## src/rtl/cla_pkg.sv

```systemverilog
// Shared types and constants for the pipelined carry-lookahead add/subtract unit.
package cla_pkg;

    localparam int GROUP = 4;

    typedef enum logic [1:0] {
        OP_ADD = 2'd0,
        OP_ADC = 2'd1,
        OP_SUB = 2'd2,
        OP_SBC = 2'd3
    } op_e;

    typedef struct packed {
        logic c;
        logic v;
        logic z;
        logic n;
    } flags_t;

endpackage

```

## src/rtl/cla_group4.sv

```systemverilog
// Combinational 4-bit carry-lookahead slice: sum, group carry-out, carry into
// the top bit (for overflow detection) and a slice-is-zero indication.
module cla_group4
    import cla_pkg::*;
(
    input  logic [GROUP-1:0] a_i,
    input  logic [GROUP-1:0] b_i,
    input  logic             cin_i,
    output logic [GROUP-1:0] sum_o,
    output logic             cout_o,
    output logic             c3_o,
    output logic             zero_o
);

    logic [GROUP-1:0] g;
    logic [GROUP-1:0] p;
    logic [GROUP:0]   c;

    assign g = a_i & b_i;
    assign p = a_i | b_i;

    assign c[0] = cin_i;
    assign c[1] = g[0] | (p[0] & c[0]);
    assign c[2] = g[1] | (p[1] & g[0]) | (p[1] & p[0] & c[0]);
    assign c[3] = g[2] | (p[2] & g[1]) | (p[2] & p[1] & g[0])
                | (p[2] & p[1] & p[0] & c[0]);
    assign c[4] = g[3] | (p[3] & g[2]) | (p[3] & p[2] & g[1])
                | (p[3] & p[2] & p[1] & g[0]) | (p[3] & p[2] & p[1] & p[0] & c[0]);

    assign sum_o  = a_i ^ b_i ^ c[GROUP-1:0];
    assign cout_o = c[GROUP];
    assign c3_o   = c[GROUP-1];
    assign zero_o = (sum_o == '0);

endmodule

```

## src/rtl/cla_addsub_pipe.sv

```systemverilog
// Pipelined add/subtract: one 4-bit lookahead group per stage, valid/ready on
// both sides with bubble collapsing and full-throughput streaming.
module cla_addsub_pipe
    import cla_pkg::*;
#(
    parameter int WIDTH = 16
) (
    input  logic             clk,
    input  logic             rst,
    input  logic             in_valid,
    output logic             in_ready,
    input  logic [1:0]       in_op,
    input  logic [WIDTH-1:0] in_a,
    input  logic [WIDTH-1:0] in_b,
    input  logic             in_cin,
    output logic             out_valid,
    input  logic             out_ready,
    output logic [WIDTH-1:0] out_y,
    output logic             out_c,
    output logic             out_v,
    output logic             out_z,
    output logic             out_n
);

    localparam int NUM_GROUPS = WIDTH / GROUP;

    if (GROUP != 4) begin : g_bad_group
        $error("cla_addsub_pipe: GROUP must be 4");
    end
    if ((WIDTH % GROUP) != 0 || WIDTH < GROUP) begin : g_bad_width
        $error("cla_addsub_pipe: WIDTH must be a multiple of 4 and >= 4");
    end

    logic [WIDTH-1:0]      b_eff;
    logic                  c0;
    logic [NUM_GROUPS-1:0] stage_valid;
    logic [NUM_GROUPS-1:0] adv;

    always_comb begin
        b_eff = in_b;
        c0    = 1'b0;
        case (op_e'(in_op))
            OP_ADD:  begin b_eff = in_b;  c0 = 1'b0;   end
            OP_ADC:  begin b_eff = in_b;  c0 = in_cin; end
            OP_SUB:  begin b_eff = ~in_b; c0 = 1'b1;   end
            OP_SBC:  begin b_eff = ~in_b; c0 = in_cin; end
            default: begin b_eff = in_b;  c0 = 1'b0;   end
        endcase
    end

    // Stage k may load when any stage from k to the output has room, or the
    // consumer takes the output beat this cycle.
    always_comb begin
        logic all_full;
        all_full = 1'b1;
        adv      = '0;
        for (int k = NUM_GROUPS - 1; k >= 0; k--) begin
            all_full = all_full & stage_valid[k];
            adv[k]   = out_ready | ~all_full;
        end
    end

    assign in_ready = adv[0];

    for (genvar k = 0; k < NUM_GROUPS; k++) begin : g_stage
        localparam int LO  = GROUP * k;
        localparam int REM = WIDTH - GROUP * (k + 1);

        logic [WIDTH-LO-1:0]   a_src;
        logic [WIDTH-LO-1:0]   b_src;
        logic                  valid_in;
        logic                  zero_in;
        logic                  grp_cin;
        logic [GROUP-1:0]      grp_sum;
        logic                  grp_cout;
        logic                  grp_c3;
        logic                  grp_zero;
        logic [LO+GROUP-1:0]   y_d;
        logic [LO+GROUP-1:0]   y_q;
        logic                  valid_q;
        logic                  c_q;
        logic                  z_q;
        logic                  load;

        if (k == 0) begin : g_first
            assign a_src    = in_a;
            assign b_src    = b_eff;
            assign valid_in = in_valid;
            assign zero_in  = 1'b1;
            assign grp_cin  = c0;
            assign y_d      = grp_sum;
        end else begin : g_next
            assign a_src    = g_stage[k-1].g_rem.a_rem_q;
            assign b_src    = g_stage[k-1].g_rem.b_rem_q;
            assign valid_in = g_stage[k-1].valid_q;
            assign zero_in  = g_stage[k-1].z_q;
            assign grp_cin  = g_stage[k-1].c_q;
            assign y_d      = {grp_sum, g_stage[k-1].y_q};
        end

        cla_group4 u_group (
            .a_i    (a_src[GROUP-1:0]),
            .b_i    (b_src[GROUP-1:0]),
            .cin_i  (grp_cin),
            .sum_o  (grp_sum),
            .cout_o (grp_cout),
            .c3_o   (grp_c3),
            .zero_o (grp_zero)
        );

        // Data only loads with a real beat, so out_y holds the last result
        // once the stream drains.
        assign load           = adv[k] & valid_in;
        assign stage_valid[k] = valid_q;

        always_ff @(posedge clk or posedge rst) begin
            if (rst) begin
                valid_q <= 1'b0;
                y_q     <= '0;
                c_q     <= 1'b0;
                z_q     <= 1'b0;
            end else begin
                if (adv[k]) valid_q <= valid_in;
                if (load) begin
                    y_q <= y_d;
                    c_q <= grp_cout;
                    z_q <= zero_in & grp_zero;
                end
            end
        end

        if (REM > 0) begin : g_rem
            logic [REM-1:0] a_rem_q;
            logic [REM-1:0] b_rem_q;
            logic           unused_c3;

            assign unused_c3 = grp_c3;

            always_ff @(posedge clk or posedge rst) begin
                if (rst) begin
                    a_rem_q <= '0;
                    b_rem_q <= '0;
                end else if (load) begin
                    a_rem_q <= a_src[WIDTH-LO-1:GROUP];
                    b_rem_q <= b_src[WIDTH-LO-1:GROUP];
                end
            end
        end else begin : g_last
            logic   v_q;
            logic   n_q;
            flags_t flags;

            always_ff @(posedge clk or posedge rst) begin
                if (rst) begin
                    v_q <= 1'b0;
                    n_q <= 1'b0;
                end else if (load) begin
                    v_q <= grp_c3 ^ grp_cout;
                    n_q <= grp_sum[GROUP-1];
                end
            end

            assign flags     = '{c: c_q, v: v_q, z: z_q, n: n_q};
            assign out_valid = valid_q;
            assign out_y     = y_q;
            assign out_c     = flags.c;
            assign out_v     = flags.v;
            assign out_z     = flags.z;
            assign out_n     = flags.n;
        end
    end

endmodule

```

## config.mk

```make
export PLATFORM = sky130hd
export DESIGN_NAME = cla_addsub_pipe
export DESIGN_NICKNAME = d
export VERILOG_FILES = /design/src/rtl/cla_pkg.sv /design/src/rtl/cla_group4.sv /design/src/rtl/cla_addsub_pipe.sv
export SDC_FILE = /design/constraint.sdc
export NUM_CORES = 1
export LEC_CHECK = 0
export BUFFER_PORTS_ARGS = -buffer_cell sky130_fd_sc_hd__buf_2
export CORE_MARGIN = 2
export CORE_UTILIZATION = 58
export DETAILED_ROUTE_END_ITERATION = 16
export GPL_TIMING_DRIVEN = 1
export MAX_ROUTING_LAYER = met4
export PLACE_DENSITY = 0.8
export SLEW_MARGIN = 10
export SYNTH_ARGS = -nofsm -noshare
export SYNTH_HDL_FRONTEND = slang
export SYNTH_SLANG_ARGS = --single-unit
```

## constraint.sdc

```tcl
create_clock -name clk -period 4.5 [get_ports clk]
set_clock_uncertainty 0.1 [all_clocks]
set_input_delay 0.9 -clock clk [delete_from_list [all_inputs] [get_ports clk]]
set_output_delay 0.9 -clock clk [all_outputs]
set_load 0.03 [all_outputs]
```

# == After elaboration in Yosys (flattened, before gate mapping) ==
# Index checks and enable logic that the tools add are counted.
# op_classes
n_reduce_logical,8
n_mux,2
bitwise,140
eq_ne,3
# ops
op,n
$and 1x1->1,74
$or 1x1->1,44
$pmux 16 s2,1
$xor 4x4->4,8
$and 4x4->4,4
$logic_not 4->1,4
$not 16->16,1
$or 4x4->4,4
$reduce_or 2->1,3
$eq 2x2->1 const B,2
$not 1->1,4
$pmux 1 s3,1
$eq 2x1->1 const B,1
$logic_not 2->1,1
$xor 1x1->1,1
# totals
out_inout_bits,22
elab_cells,177
register_bits,102
inputBits,39

# == Longest topological paths before layout ==
# logic_depth
depth_word,10
depth_mapped,11
depth_no_buf,9

# == Modules after synthesis ==
# A second synthesis with hierarchy kept.
# unflattened
hier_cells,406
area_unflattened_um2,5256.3
# by_module_without_submodules
mod,seq_area_each_um2,area_per_inst_um2,cells_each,n_inst
cla_addsub_pipe,2527.4,4080.2,246,1
cla_group4,0.0,294.0,40,4

# == Worst setup path before layout ==
# Ideal clock, no wire load.
# synth_path
path_type,in2reg
startpoint,input in_op[1]
endpoint,register g_stage[0].z_q
t_required_ps,4278
setup_ps,122
cell_stages,9
path_slack_ps,1701
arrival_ps,2577
cell_sequence,buf_6 buf_2 xor2_1 ha_1 nand4bb_1 o21ai_0 o41a_1 xor2_1 a32o_1
# synth_via
elab_chain_len,10
word_cells_on_any_way,29
# synth_rtl
item,line,source
from (decl),cla_addsub_pipe.sv:12,"input logic [1:0] in_op,"
"$eq 2x2->1, or another cell as far along",cla_addsub_pipe.sv:42,case (op_e'(in_op))
$reduce_or 2->1 (no source line),--,
$pmux 16 s2,cla_addsub_pipe.sv:42,
$or 4x4->4 or $and 4x4->4 (tied branches),"cla_group4.sv:20, cla_group4.sv:19",
$and 1x1->1 (on tied branches),"cla_group4.sv:25, cla_group4.sv:26",
"$or 1x1->1, or another cell as far along",cla_group4.sv:25,assign c[3] = g[2] | (p[2] & g[1]) | (p[2] & p[1] & g[0])
$or 1x1->1 or $and 1x1->1 (tied branches),"cla_group4.sv:25, cla_group4.sv:26",
$or 1x1->1,cla_group4.sv:26,| (p[2] & p[1] & p[0] & c[0]);
$xor 4x4->4 *,cla_group4.sv:30,assign sum_o = a_i ^ b_i ^ c[GROUP-1:0];
$logic_not 4->1 *,cla_group4.sv:33,assign zero_o = (sum_o == '0);
to (signal assigned),cla_addsub_pipe.sv:127,z_q <= zero_in & grp_zero;
to (decl),cla_addsub_pipe.sv:82,logic z_q;
# Every way passes the cells marked *; elsewhere a longest branch is shown, timed or not.
# A chain may end at the register's enable or synchronous reset.

# == Worst setup path after layout ==
# Same ends and word-level chain as after synthesis.

==> summary.txt <==
Yosys
  • Syn nets: between 400 and 500
  • Mapped Area: 0.00481 mm2
  • Seq/Total Area, Yosys: 52.5%
  • Syn_area_per_cell: 12.5 um2
  • Post-Syn Instances: just under 400
  • Ys Warns: 0
  • Number of distinct library cells after synthesis: 37
  • Flops & latches, synth: ~100

Routing
  • # DRC: 0
  • Routed wire length: 7.90 mm
  • Vias per Instance: about 5.2
  • Via Count: approximately 2,900
  • Initial DRC count: about 110
  • Routed WL per cell: between 10 and 15 um
  • Drt pass-1 iters: 4
  • Routed Antenna Nets: 0

CTS
  • CTS sink cnt: approximately 100
  • Root Buffer: clkbuf_8
  • Worst-skew pair later-pin latency: around 0.37 ns
  • CTS tree: done
  • CTS buffer count: 9
  • H-tree depth: 3
  • CTS max path bufs: 2
  • Setup bufs post-CTS: 0
  • Clock transition time at the flip-flop clock pins of the worst setup and hold paths: about 0.1 ns
  • CTS-repair resized insts: 0
  • Hold Buf Count CTS: 0

Setup path
  • Worst EP arrival: between 2 and 3 ns
  • Critical Path Start Type: input port
  • Worst-path fanout max: 21
  • CP endpoint kind: register
  • CP required: about 4.7 ns
  • Setup Crit Path Kind: input port to register

Timing
  • Slew headroom: about 27%
  • Period minus WS final: 2.61 ns
  • Final Hold Fails: 0
  • RSZ-0062 raised after global routing: no
  • Tcrit/Tclk final: between 50% and 60%
  • PnR worst setup slack: 1.89 ns
  • Pins Over Slew Limit: 0
  • Setup TNS: 0 ns
  • Setup violations, final: 0
  • Worst slew pin tran: ~1.1 ns
  • FMAX: 0.383 GHz

Floorplanning
  • Initial Util: between 50% and 60%
  • Core Rows: 33
  • Die area: 0.00904 mm2
  • IO Pins: 61
  • Die width: about 95 um
  • Die H: ~95 um
  • Core ar.: about 0.0081 mm2

GRT
  • Largest net degree at the start of global routing: 90
  • Initial antenna violation count: 0
  • Vias in the first global route: roughly 3,000
  • GRT Total Usage: between 20% and 30%
  • Global-route wire length before repair: between 10 and 15 mm
  • GRT overflow: 0

Power
  • Switching power: approximately 1.1 mW
  • Max VDD drop: ~0.25 mV
  • Clock share of power: between 20% and 30%
  • Power density cells: between 500 and 600 mW/mm2
  • Combinational share of power: 35.4%
  • Net Sw Frac: between 30% and 40%
  • Final Power: 3.13 mW
  • Leakage: 2.58 nW
  • Seq pwr share: between 40% and 50%
  • Internal power: 2.03 mW

Final layout
  • Register Area: approximately 0.0025 mm2
  • Antenna fix cells: 0
  • Filler Cells Inserted: 600
  • Layout cells sized above 1: roughly a third
  • Nets: approximately 520
  • Multi-input gate area: between 0.002 and 0.0025 mm2
  • Area added between synthesis and finish: 12.2%

Placed design
  • Dpl hpwl: 5.56 mm
  • DP Worst Slack: 1.50 ns
  • Port bufs: 60
  • Routability-driven placement congestion ratio: 0.757

Worst hold path
  • Tightest Hold Check Type: register to register

Job
  • Max Cap Violations: 0

Run status
  • Status: completed
-- state kept, by name (all words and copies together) (netlist names) --
| register | flops |
|---|---|
| out_v | 1 |
| out_y | 16 |
| g_stage.g_rem.b_rem_q | 24 |
| out_z | 1 |
| out_valid | 1 |
| g_stage.c_q | 3 |
| g_stage.z_q | 3 |
| g_stage.y_q | 24 |
| g_stage.valid_q | 3 |
| out_c | 1 |
| g_stage.g_rem.a_rem_q | 24 |
-- per-stage QoR --
stage                     instances  util [%]  instance area, um2  hold slack (ns)
after floorplan                 385         -                4810            0.344
after global placement          537      63.7                5180            0.359
after detailed placement        537      63.7                5180            0.366
after CTS                       553      66.4                5400            0.389
after global routing            553      66.4                5400            0.418
final                           553      66.4                5400            0.385
-- cells by family (layout without fill, tap and decap cells) --
| group | after synthesis | after routing | synth area share, % |
|---|---|---|---|
| buf+inv | 53 | 116 | 4.73 |
| xor+xnor | 29 | 29 | 5.28 |
| flops | 101 | 101 | 52.5 |
| fa+ha+maj | 35 | 35 | 9.57 |
| compound gates | 46 | 46 | 6.26 |
| simple gates | 50 | 50 | 5.10 |
| mux | 71 | 71 | 16.6 |
-- area by class of cell --
class                           instances  share of cell area (%)
Clock buffer                           10                    2.36
Clock inverter                          6                    1.74
Inverter                               38                    2.69
Multi-Input combinational cell        231                    38.1
Sequential cell                       101                    46.8
Tap cell                              105                    2.43
Timing Repair Buffer                   62                    5.84
-- routing by layer --
metal  vias up  wire [um]  global-route usage [%]
met5         -          0                       -
met4         0        131                    7.25
met3        13        245                    2.85
met2        51       3870                    32.6
met1      1397       3650                    26.2
li1       1398          -                       -
-- cells in the mapped netlist, drive strengths merged --
master   count  area share [%]
o21ai       21             2.3
buf         14             1.7
nand3        4            0.42
dfrtp      101              53
a31oi        1            0.26
nand3b       1            0.16
o41a         1            0.23
nand4bb      1            0.23
nand4        1            0.13
xor2        12             2.2
nor3         2            0.21
fa           3             1.2
a32o         1            0.21
xnor2       17             3.1
o21ba        5             1.0
o41ai        3            0.55
a21oi        9            0.94
nor3b        1            0.26
nand2b       6            0.78
or2          1            0.13
mux2        69              16
ha          32             8.3
inv         38             3.0
o21bai       5            0.78
mux2i        2            0.42
nand2       26             2.1
nor2b        2            0.31
clkbuf       1           0.078
nor2         5            0.39
-- worst paths after layout --
| check | start | end | slack [ns] | depth (start not counted) |
|---|---|---|---|---|
| max in group asynchronous | rst | g_stage[0].g_rem.b_rem_q[3]$_DFFE_PP0P_ | 2.80 | 3 |
| min in group asynchronous | rst | out_y[3]$_DFFE_PP0P_ | 0.66 | 2 |
| worst min register to register | out_y[12]$_DFFE_PP0P_ | out_y[12]$_DFFE_PP0P_ | 0.38 | 2 |
| worst max register to register | out_valid$_DFFE_PP0N_ | g_stage[1].z_q$_DFFE_PP0P_ | 2.24 | 5 |
| worst min-delay path | out_y[12]$_DFFE_PP0P_ | out_y[12]$_DFFE_PP0P_ | 0.38 | 2 |
| worst max-delay path | in_op[1] | g_stage[0].z_q$_DFFE_PP0P_ | 1.89 | 8 |
-- power by group through the flow --
stage / Sequential [mW] / Clock (mW) / Combinational, mW
finish: 1.38 / 0.638 / 1.11
global route: 1.43 / 0.687 / 1.22
floorplan: 1.51 / 0 / 0.709
CTS: 1.38 / 0.644 / 1.12
global placement: 1.38 / 0 / 1.06
detailed placement: 1.40 / 0 / 1.11
-- worst max-delay path: stages --
cell and delay (ns):
buf_2 0.42, xor2_1 0.25, ha_1 0.23, nand4bb_1 0.13, o21ai_0 0.09, o41a_1 0.35
xor2_1 0.17, a32o_1 0.22
-- placed cells by master (no fill, tap or decap), types with 2 or more instances in the layout --
cell type / count
dfrtp_1: 101
mux2_2: 60
buf_2: 60
inv_1: 34
ha_1: 32
nand2_1: 25
xnor2_1: 17
o21ai_0: 13
xor2_1: 12
mux2_1: 9
a21oi_1: 9
clkbuf_8: 9
o21ai_1: 7
nand2b_1: 6
o21bai_1: 5
nor2_1: 5
o21ba_2: 5
nand3_1: 4
inv_2: 3
o41ai_1: 3
fa_1: 3
mux2i_1: 2
nor3_1: 2
bufinv_16: 2
inv_6: 2
buf_4: 2
Power figures use the tool's default switching activity.
